File: src/rtl/game_pkg.sv
// Shared game-wide types: per-player heading from the direction controller.
package game_pkg;

  typedef enum logic [2:0] {
    WAIT  = 3'd0,
    RIGHT = 3'd1,
    DOWN  = 3'd2,
    LEFT  = 3'd3,
    UP    = 3'd4
  } directions;

endpackage

File: src/rtl/player_motion_if.sv
// Trail-occupancy query bus between a player_motion instance and the occupancy store.
interface player_motion_if #(
  parameter int unsigned XW = 7,
  parameter int unsigned YW = 6
) ();

  logic          occ_rd_req;
  logic [XW-1:0] occ_rd_x;
  logic [YW-1:0] occ_rd_y;
  logic          occ_rd_data;

  modport master (
    output occ_rd_req,
    output occ_rd_x,
    output occ_rd_y,
    input  occ_rd_data
  );

  modport slave (
    input  occ_rd_req,
    input  occ_rd_x,
    input  occ_rd_y,
    output occ_rd_data
  );

endinterface

File: src/rtl/player_motion.sv
// Steps one player head across the grid every MOVE_PERIOD clocks, checking walls and
// trail occupancy before each step; publishes head, step strobe and crash flag.
module player_motion
  import game_pkg::*;
#(
  parameter int unsigned GRID_W      = 64,
  parameter int unsigned GRID_H      = 48,
  parameter int unsigned XW          = 7,
  parameter int unsigned YW          = 6,
  parameter int unsigned START_X     = 16,
  parameter int unsigned START_Y     = 24,
  parameter int unsigned MOVE_PERIOD = 2_000_000
) (
  input  logic                   clk,
  input  logic                   rst_n,
  input  directions              direction_i,
  input  logic                   restart_i,
  player_motion_if.master        occ_if,
  output logic          [XW-1:0] xpos_o,
  output logic          [YW-1:0] ypos_o,
  output logic                   step_valid_o,
  output logic                   crashed_o
);

  localparam int unsigned CW = (MOVE_PERIOD > 1) ? $clog2(MOVE_PERIOD) : 1;

  // StQuery is the cycle the request is on the bus; the store answers in StCheck.
  localparam logic [2:0] StIdle  = 3'd0;
  localparam logic [2:0] StRun   = 3'd1;
  localparam logic [2:0] StQuery = 3'd2;
  localparam logic [2:0] StCheck = 3'd3;
  localparam logic [2:0] StCrash = 3'd4;

  logic [2:0]    state_q, state_d;
  logic [CW-1:0] cnt_q, cnt_d, cnt_inc;
  logic [XW-1:0] x_q, x_d, qx_q, qx_d, nx;
  logic [YW-1:0] y_q, y_d, qy_q, qy_d, ny;
  logic          req_q, req_d;
  logic          step_q, step_d;
  logic          crash_q, crash_d;
  logic          moving, oob, terminal;

  assign terminal = (cnt_q == CW'(MOVE_PERIOD - 1));
  assign cnt_inc  = terminal ? '0 : cnt_q + CW'(1);

  // Bounds are judged on the current head, so the +/-1 below never wraps into the head.
  always_comb begin
    moving = 1'b1;
    oob    = 1'b0;
    nx     = x_q;
    ny     = y_q;
    case (direction_i)
      RIGHT: begin
        oob = (x_q == XW'(GRID_W - 1));
        nx  = x_q + XW'(1);
      end
      LEFT: begin
        oob = (x_q == '0);
        nx  = x_q - XW'(1);
      end
      DOWN: begin
        oob = (y_q == YW'(GRID_H - 1));
        ny  = y_q + YW'(1);
      end
      UP: begin
        oob = (y_q == '0);
        ny  = y_q - YW'(1);
      end
      default: moving = 1'b0;
    endcase
  end

  always_comb begin
    state_d = state_q;
    cnt_d   = cnt_q;
    x_d     = x_q;
    y_d     = y_q;
    qx_d    = qx_q;
    qy_d    = qy_q;
    req_d   = 1'b0;
    step_d  = 1'b0;
    crash_d = crash_q;
    if (restart_i) begin
      state_d = StIdle;
      cnt_d   = '0;
      x_d     = XW'(START_X);
      y_d     = YW'(START_Y);
      crash_d = 1'b0;
    end else begin
      case (state_q)
        StIdle: begin
          if (moving) state_d = StRun;
        end
        StRun: begin
          cnt_d = cnt_inc;
          if (terminal && moving) begin
            if (oob) begin
              state_d = StCrash;
              crash_d = 1'b1;
            end else begin
              req_d   = 1'b1;
              qx_d    = nx;
              qy_d    = ny;
              state_d = StQuery;
            end
          end
        end
        StQuery: begin
          cnt_d   = cnt_inc;
          state_d = StCheck;
        end
        StCheck: begin
          cnt_d = cnt_inc;
          if (occ_if.occ_rd_data) begin
            state_d = StCrash;
            crash_d = 1'b1;
          end else begin
            x_d     = qx_q;
            y_d     = qy_q;
            step_d  = 1'b1;
            state_d = StRun;
          end
        end
        default: ;
      endcase
    end
  end

  always_ff @(posedge clk or negedge rst_n) begin
    if (!rst_n) begin
      state_q <= StIdle;
      cnt_q   <= '0;
      x_q     <= XW'(START_X);
      y_q     <= YW'(START_Y);
      qx_q    <= '0;
      qy_q    <= '0;
      req_q   <= 1'b0;
      step_q  <= 1'b0;
      crash_q <= 1'b0;
    end else begin
      state_q <= state_d;
      cnt_q   <= cnt_d;
      x_q     <= x_d;
      y_q     <= y_d;
      qx_q    <= qx_d;
      qy_q    <= qy_d;
      req_q   <= req_d;
      step_q  <= step_d;
      crash_q <= crash_d;
    end
  end

  // The latched target doubles as the query address, which holds between requests.
  assign occ_if.occ_rd_req = req_q;
  assign occ_if.occ_rd_x   = qx_q;
  assign occ_if.occ_rd_y   = qy_q;
  assign xpos_o            = x_q;
  assign ypos_o            = y_q;
  assign step_valid_o      = step_q;
  assign crashed_o         = crash_q;

endmodule

File: src/flat_wrapper.sv
// flat-port wrapper written by rule: the top's interface ports become plain ports
module player_motion_flat import game_pkg::*;
#(
  parameter int unsigned GRID_W      = 64,
  parameter int unsigned GRID_H      = 48,
  parameter int unsigned XW          = 7,
  parameter int unsigned YW          = 6,
  parameter int unsigned START_X     = 16,
  parameter int unsigned START_Y     = 24,
  parameter int unsigned MOVE_PERIOD = 2_000_000
)
  (clk, rst_n, direction_i, restart_i, xpos_o, ypos_o, step_valid_o, crashed_o, occ_if_occ_rd_req, occ_if_occ_rd_x, occ_if_occ_rd_y, occ_if_occ_rd_data);
  player_motion_if #(.XW(XW), .YW(YW)) occ_if_i ();
  input  logic clk;
  input  logic rst_n;
  input  directions direction_i;
  input  logic restart_i;
  output logic          [XW-1:0] xpos_o;
  output logic          [YW-1:0] ypos_o;
  output logic step_valid_o;
  output logic crashed_o;
  output wire logic [$bits(occ_if_i.occ_rd_req)-1:0] occ_if_occ_rd_req;
  output wire logic [$bits(occ_if_i.occ_rd_x)-1:0] occ_if_occ_rd_x;
  output wire logic [$bits(occ_if_i.occ_rd_y)-1:0] occ_if_occ_rd_y;
  input wire logic [$bits(occ_if_i.occ_rd_data)-1:0] occ_if_occ_rd_data;
  assign occ_if_occ_rd_req = occ_if_i.occ_rd_req;
  assign occ_if_occ_rd_x = occ_if_i.occ_rd_x;
  assign occ_if_occ_rd_y = occ_if_i.occ_rd_y;
  assign occ_if_i.occ_rd_data = occ_if_occ_rd_data;
  player_motion #(.GRID_W(GRID_W), .GRID_H(GRID_H), .XW(XW), .YW(YW), .START_X(START_X), .START_Y(START_Y), .MOVE_PERIOD(MOVE_PERIOD)) u_core (.clk(clk), .rst_n(rst_n), .direction_i(direction_i), .restart_i(restart_i), .occ_if(occ_if_i), .xpos_o(xpos_o), .ypos_o(ypos_o), .step_valid_o(step_valid_o), .crashed_o(crashed_o));
endmodule
File: config.mk
export PLATFORM = sky130hd
export DESIGN_NAME = player_motion_flat
export DESIGN_NICKNAME = d
export VERILOG_FILES = /design/src/rtl/game_pkg.sv /design/src/rtl/player_motion_if.sv /design/src/rtl/player_motion.sv /design/src/flat_wrapper.sv
export SDC_FILE = /design/constraint.sdc
export NUM_CORES = 1
export LEC_CHECK = 0
export BUFFER_PORTS_ARGS = -buffer_cell sky130_fd_sc_hd__buf_2
export CORE_MARGIN = 2
export CORE_UTILIZATION = 55
export DETAILED_ROUTE_END_ITERATION = 6
export GPL_ROUTABILITY_DRIVEN = 0
export PLACE_DENSITY = 0.8
export SLEW_MARGIN = 20
export SYNTH_ARGS = -nofsm -noshare
export SYNTH_HDL_FRONTEND = slang
export SYNTH_SLANG_ARGS = --single-unit
File: constraint.sdc
create_clock -name clk -period 3.1 [get_ports clk]
set_clock_uncertainty 0.05 [all_clocks]
set_input_delay 0.155 -clock clk [delete_from_list [all_inputs] [get_ports clk]]
set_output_delay 0.155 -clock clk [all_outputs]
set_load 0.005 [all_outputs]
======== Word-level counts from Yosys, hierarchy flattened ========
Index checks and enable logic that the tools add are counted.
word-level totals
  flip-flop bits (word level) ............. 53
  input port bits ......................... 7
operators by class
  $add $sub $neg .......................... 5
  equality and inequality tests ........... 15
  multiplexer cells ....................... 31
  bitwise logic cells ..................... 2
  reductions and logical operators ........ 14
operators by type and width
  kind                                                                 number
  21-bit 2-to-1 mux                                                    3
  21-bit by 1-bit adder with 21-bit output (second input constant)     1
  21-bit == test (second input constant)                               1
  7-bit 2-to-1 mux                                                     3
  6-bit 2-to-1 mux                                                     3
  3-bit 2-to-1 mux                                                     5
  7-bit case mux with 2 select lines                                   1
  3-bit by 2-bit == test with 1-bit output (second input constant)     4
  1-bit 2-to-1 mux                                                     12
  3-bit case mux with 4 select lines                                   1
  6-bit case mux with 2 select lines                                   1
  3-bit by 2-bit != test with 1-bit output (second input constant)     3
  4-bit AND reduction                                                  2
  7-bit by 1-bit adder with 7-bit output (second input constant)       1
  7-bit by 6-bit == test with 1-bit output (second input constant)     1
  7-bit zero test                                                      1
  7-bit by 1-bit subtractor with 7-bit output (second input constant)  1
  6-bit by 1-bit adder with 6-bit output (second input constant)       1
  3-bit by 1-bit == test with 1-bit output (second input constant)     2
  6-bit == test (second input constant)                                1
  6-bit zero test                                                      1
  6-bit by 1-bit subtractor with 6-bit output (second input constant)  1
  5-bit nonzero test                                                   1
  1-bit case mux with 4 select lines                                   1
  other kinds (13)                                                     15

======== Depth between registers and ports, before layout ========
  word-level depth ........................ 7
  depth in mapped cells ................... 11

======== Worst setup path after synthesis ========
Ideal clock, no wire load.
  kind .................................... register to register
  start ................................... reg u_core.x_q[3], in the netlist u_core.xpos_o[3]
  end ..................................... reg u_core.qx_q[3], in the netlist u_core.occ_if.occ_rd_x[3]
  setup time .............................. 0.125 ns
  data arrival time ....................... 2.094 ns
  data required time ...................... 2.925 ns
  slack ................................... 0.830 ns
  stages on the path, launching flop included .. 10
  path buffers ............................ 3
  period minus slack after synthesis ...... 2.270 ns
  path through ............................ dfrtp_1 buf_6 or3_1 or3_4 nor4_2 nor2_1 and4_1 buf_6 buf_12 mux2_4
between the ends
  longest elaborated chain between the ends .. 4
  elaborated cells on any way between the ends .. 8
RTL lines
  what                                                                                                 line                  text
  from (decl)                                                                                          player_motion.sv:36   logic [XW-1:0] x_q, x_d, qx_q, qx_d, nx;
  from (signal assigned)                                                                               player_motion.sv:133  x_q <= XW'(START_X);
  parallel branches: the longest is 4 deep, another holds 7-bit by 1-bit subtractor with 7-bit output  n/a
  to (signal assigned)                                                                                 player_motion.sv:145  qx_q <= qx_d;
  to (decl)                                                                                            player_motion.sv:36
Several ways; the timed one is not identified.
A chain may end at the register's enable or synchronous reset.

======== Worst setup path after layout ========
  start ................................... reg u_core.cnt_q[0]
  end ..................................... reg u_core.qx_q[0], in the netlist u_core.occ_if.occ_rd_x[0]
between the ends
  longest elaborated chain between the ends .. 3
RTL lines
  what                           line                  text
  from (decl)                    player_motion.sv:35   logic [CW-1:0] cnt_q, cnt_d, cnt_inc;
  from (signal assigned)         player_motion.sv:142  cnt_q <= cnt_d;
  21-bit == test                 player_motion.sv:43   assign terminal = (cnt_q == CW'(MOVE_PERIOD - 1));
  1-bit logical AND              player_motion.sv:96   if (terminal && moving) begin
  4-bit AND reduction (no line)  n/a
Every way passes these cells.

==> flow_summary.json <==
{
  "antenna_found_initial": 0,
  "area_delta_synth_final_pct": 10.6,
  "cts_tree": "done",
  "crit_start": "u_core.cnt_q[0]$_DFFE_PN0P_",
  "start_util": 0.566,
  "syn_nets": 346,
  "setup_tns_ps": 0,
  "die_h_um": 79.0,
  "drive_gt1_frac": 0.198,
  "numCtsBuffers": 5,
  "grt_max_degree": 36,
  "clockBufferDepth": 2,
  "yosysTopAreaCellShare": 0.404,
  "dp_hpwl_mm": 4.75,
  "placed_area_um2": 3300,
  "grtUsageMet1": 0.309,
  "r2r-end": "u_core.occ_if.occ_rd_x[0]$_DFFE_PN0P_",
  "synth-edff-count": 0,
  "setup_viol": 0,
  "status": "completed",
  "post-route-period-util": 0.769,
  "regToRegSetupSlack_ps": 720,
  "crit_path_top_delay_cell": "dfrtp_1",
  "p_leak_nw": 1.53,
  "std_cell_rows": 27,
  "dr.pass1.iters": 4,
  "hold_viol": 0,
  "synth-seq-cells": 53,
  "tightestPinTransition_ps": 768,
  "grtUsageMet2": 0.395,
  "syn_avg_cell_area_um2": 9.33,
  "yosysSeqAreaShare": 0.429,
  "required_ps": 3230,
  "fmaxAchievable_mhz": 420,
  "drc": 0,
  "use_met3": 0.0409,
  "synth_flop_cell": "dfrtp_1",
  "drv_slew": 0,
  "rsz0062_at_grt": "no",
  "async_reset_ff_frac": 1.00,
  "worstHoldPathType": "primary input to register",
  "critPathCaptureType": "register",
  "cp.arrival_ps": 2520,
  "synth_area_um2": 3100,
  "crit_fanout": 13,
  "grt_pass1_vias": 2505,
  "antenna_left": 0,
  "clock_sinks": 53,
  "hold_depth": 2,
  "relSlewSlack": 0.488,
  "peakVddDrop_v": 0.000290,
  "dr.first_iter.drc_count": 112,
  "synth_area_leaders": "dfrtp_1 (40%), nand2_1 (5.6%), mux2_4 (4.8%)",
  "crit_path_cell_trace": "ha_1 > nand4_1 > or2_1 > nor3_1 > and4_1 > buf_4 > mux2_2",
  "yosys-top-cells-count": "dfrtp_1 (50), nand2_1 (46), nor2_1 (32), o21ai_0 (29), a21oi_1 (16)",
  "die_area_um2": 6250,
  "fin_nets": 377,
  "wl_per_cell_um": 15.2,
  "htreeDepth": 2,
  "core_area_um2": 5470,
  "viasPerCell": 5.91,
  "worstSetupPathType": "register to register",
  "synth.distinct_cells": 54,
  "min_to": "u_core.cnt_q[4]$_DFFE_PN0P_",
  "reg2reg_depth": 7,
  "reg2reg_from": "u_core.cnt_q[0]$_DFFE_PN0P_",
  "fin_crit_ps": 2380,
  "cp-start-kind": "register",
  "grt_pass1_wl_mm": 11.7,
  "finalPower_mw": 1.29,
  "n_antenna_cell": 0,
  "synth_most_common_cell": "dfrtp_1",
  "clk_pin_slew_ps": 80,
  "synth_warnings": 0,
  "die_w_um": 79.0,
  "routed_wl_mm": 6.64,
  "port_buffers": 35,
  "insertion_delay_ps": 300,
  "worstHoldStart": "restart_i",
  "synth_top_cell_by_area": "dfrtp_1",
  "final_area_um2": 3430,
  "grtUsageTotal": 0.234,
  "via_count": 2575,
  "cpPeakStageDelay_ps": 390,
  "io_pins": 36,
  "synth_cells": 332,
  "grt.busiest_layer": "met2",
  "maxCapViolCount": 0,
  "power_density_nw_per_um2": 375,
  "cts_root_buf": "clkbuf_8",
  "grt_overflow": 0
}
cell type report:
| type | instances | area (um^2) |
|---|---|---|
| fillers | 477 | 2050 |
| multi-input cells | 257 | 1650 |
| flip-flops and latches | 53 | 1330 |
| repair buffers | 41 | 223 |
| well taps | 72 | 90.1 |
| clock buffers | 7 | 86.3 |
| clock inverters | 1 | 30.0 |
| inverters | 5 | 18.8 |
power by group:
part | switching, mW | internal (mW)
Sequential | 0.00437 | 0.696
Combinational | 0.0682 | 0.0339
Clock | 0.219 | 0.263
what timing repair did:
item                      4_1_cts  5_1_grt
hold buffers                    1        0
resized for setup               0        0
hold endpoints to repair       32        0
buffers inserted                0        0
kinds of logic (layout without fill, tap and decap cells):
group | after synthesis | count (layout) | share of synthesized area
flops | 53 | 53 | 0.429
xor+xnor | 16 | 16 | 0.0453
buf+inv | 22 | 54 | 0.0384
fa+ha+maj | 7 | 7 | 0.0307
simple gates | 137 | 137 | 0.221
compound gates | 78 | 78 | 0.155
mux | 19 | 19 | 0.0800
how the worst max path moves through the flow:
stage	to	slack (ps)	cells after the start
2_1_floorplan	u_core.occ_if.occ_rd_x[3]$_DFFE_PN0P_	830	9
3_3_place_gp	u_core.occ_if.occ_rd_y[5]$_DFFE_PN0P_	750	11
3_5_place_dp	u_core.occ_if.occ_rd_y[5]$_DFFE_PN0P_	700	11
4_1_cts	u_core.occ_if.occ_rd_x[0]$_DFFE_PN0P_	700	7
5_1_grt	u_core.state_q[2]$_DFFE_PN0P_	540	7
6_report	u_core.occ_if.occ_rd_x[0]$_DFFE_PN0P_	720	7
sequential cells by signal (all words and copies together), names as in the netlist:
signal / cells
u_core.occ_if.occ_rd_y: 6
u_core.cnt_q: 21
u_core.crashed_o: 1
u_core.xpos_o: 7
u_core.state_q: 3
u_core.step_valid_o: 1
u_core.occ_if.occ_rd_req: 1
u_core.ypos_o: 6
u_core.occ_if.occ_rd_x: 7
critical path: cells and delay by family, from the launching register on:
family | cells | cell delay, ps
and+or+nand+nor | 4 | 1020
DFF | 1 | 390
adders and majority gates | 1 | 170
muxes | 1 | 380
buffers and inverters | 1 | 260
layout by cell type, fill, tap and decap left out, types with 7 or more instances in the layout:
cell type / n
nand3_1: 15
nor2_1: 32
nand4_1: 8
dfrtp_1: 50
mux2_4: 10
nand2_1: 46
xnor2_1: 12
buf_2: 35
o21ai_0: 29
a21oi_1: 16
o31ai_1: 7
metrics by stage:
stage	setup WS, ps	hold slack [ps]	util	instances
3_5_place_dp	699	219	0.603	427
5_1_grt	542	261	0.626	436
3_3_place_gp	754	211	0.603	427
4_1_cts	697	222	0.626	436
2_1_floorplan	830	-191	-	332
6_report	716	232	0.626	436
routing by layer:
layer / vias up / part of all wire
li1: 1250 / -
met2: 65 / 0.49
met5: - / 0
met1: 1250 / 0.47
met4: 0 / 0.010
met3: 10 / 0.039
Power figures use the tool's default switching activity.
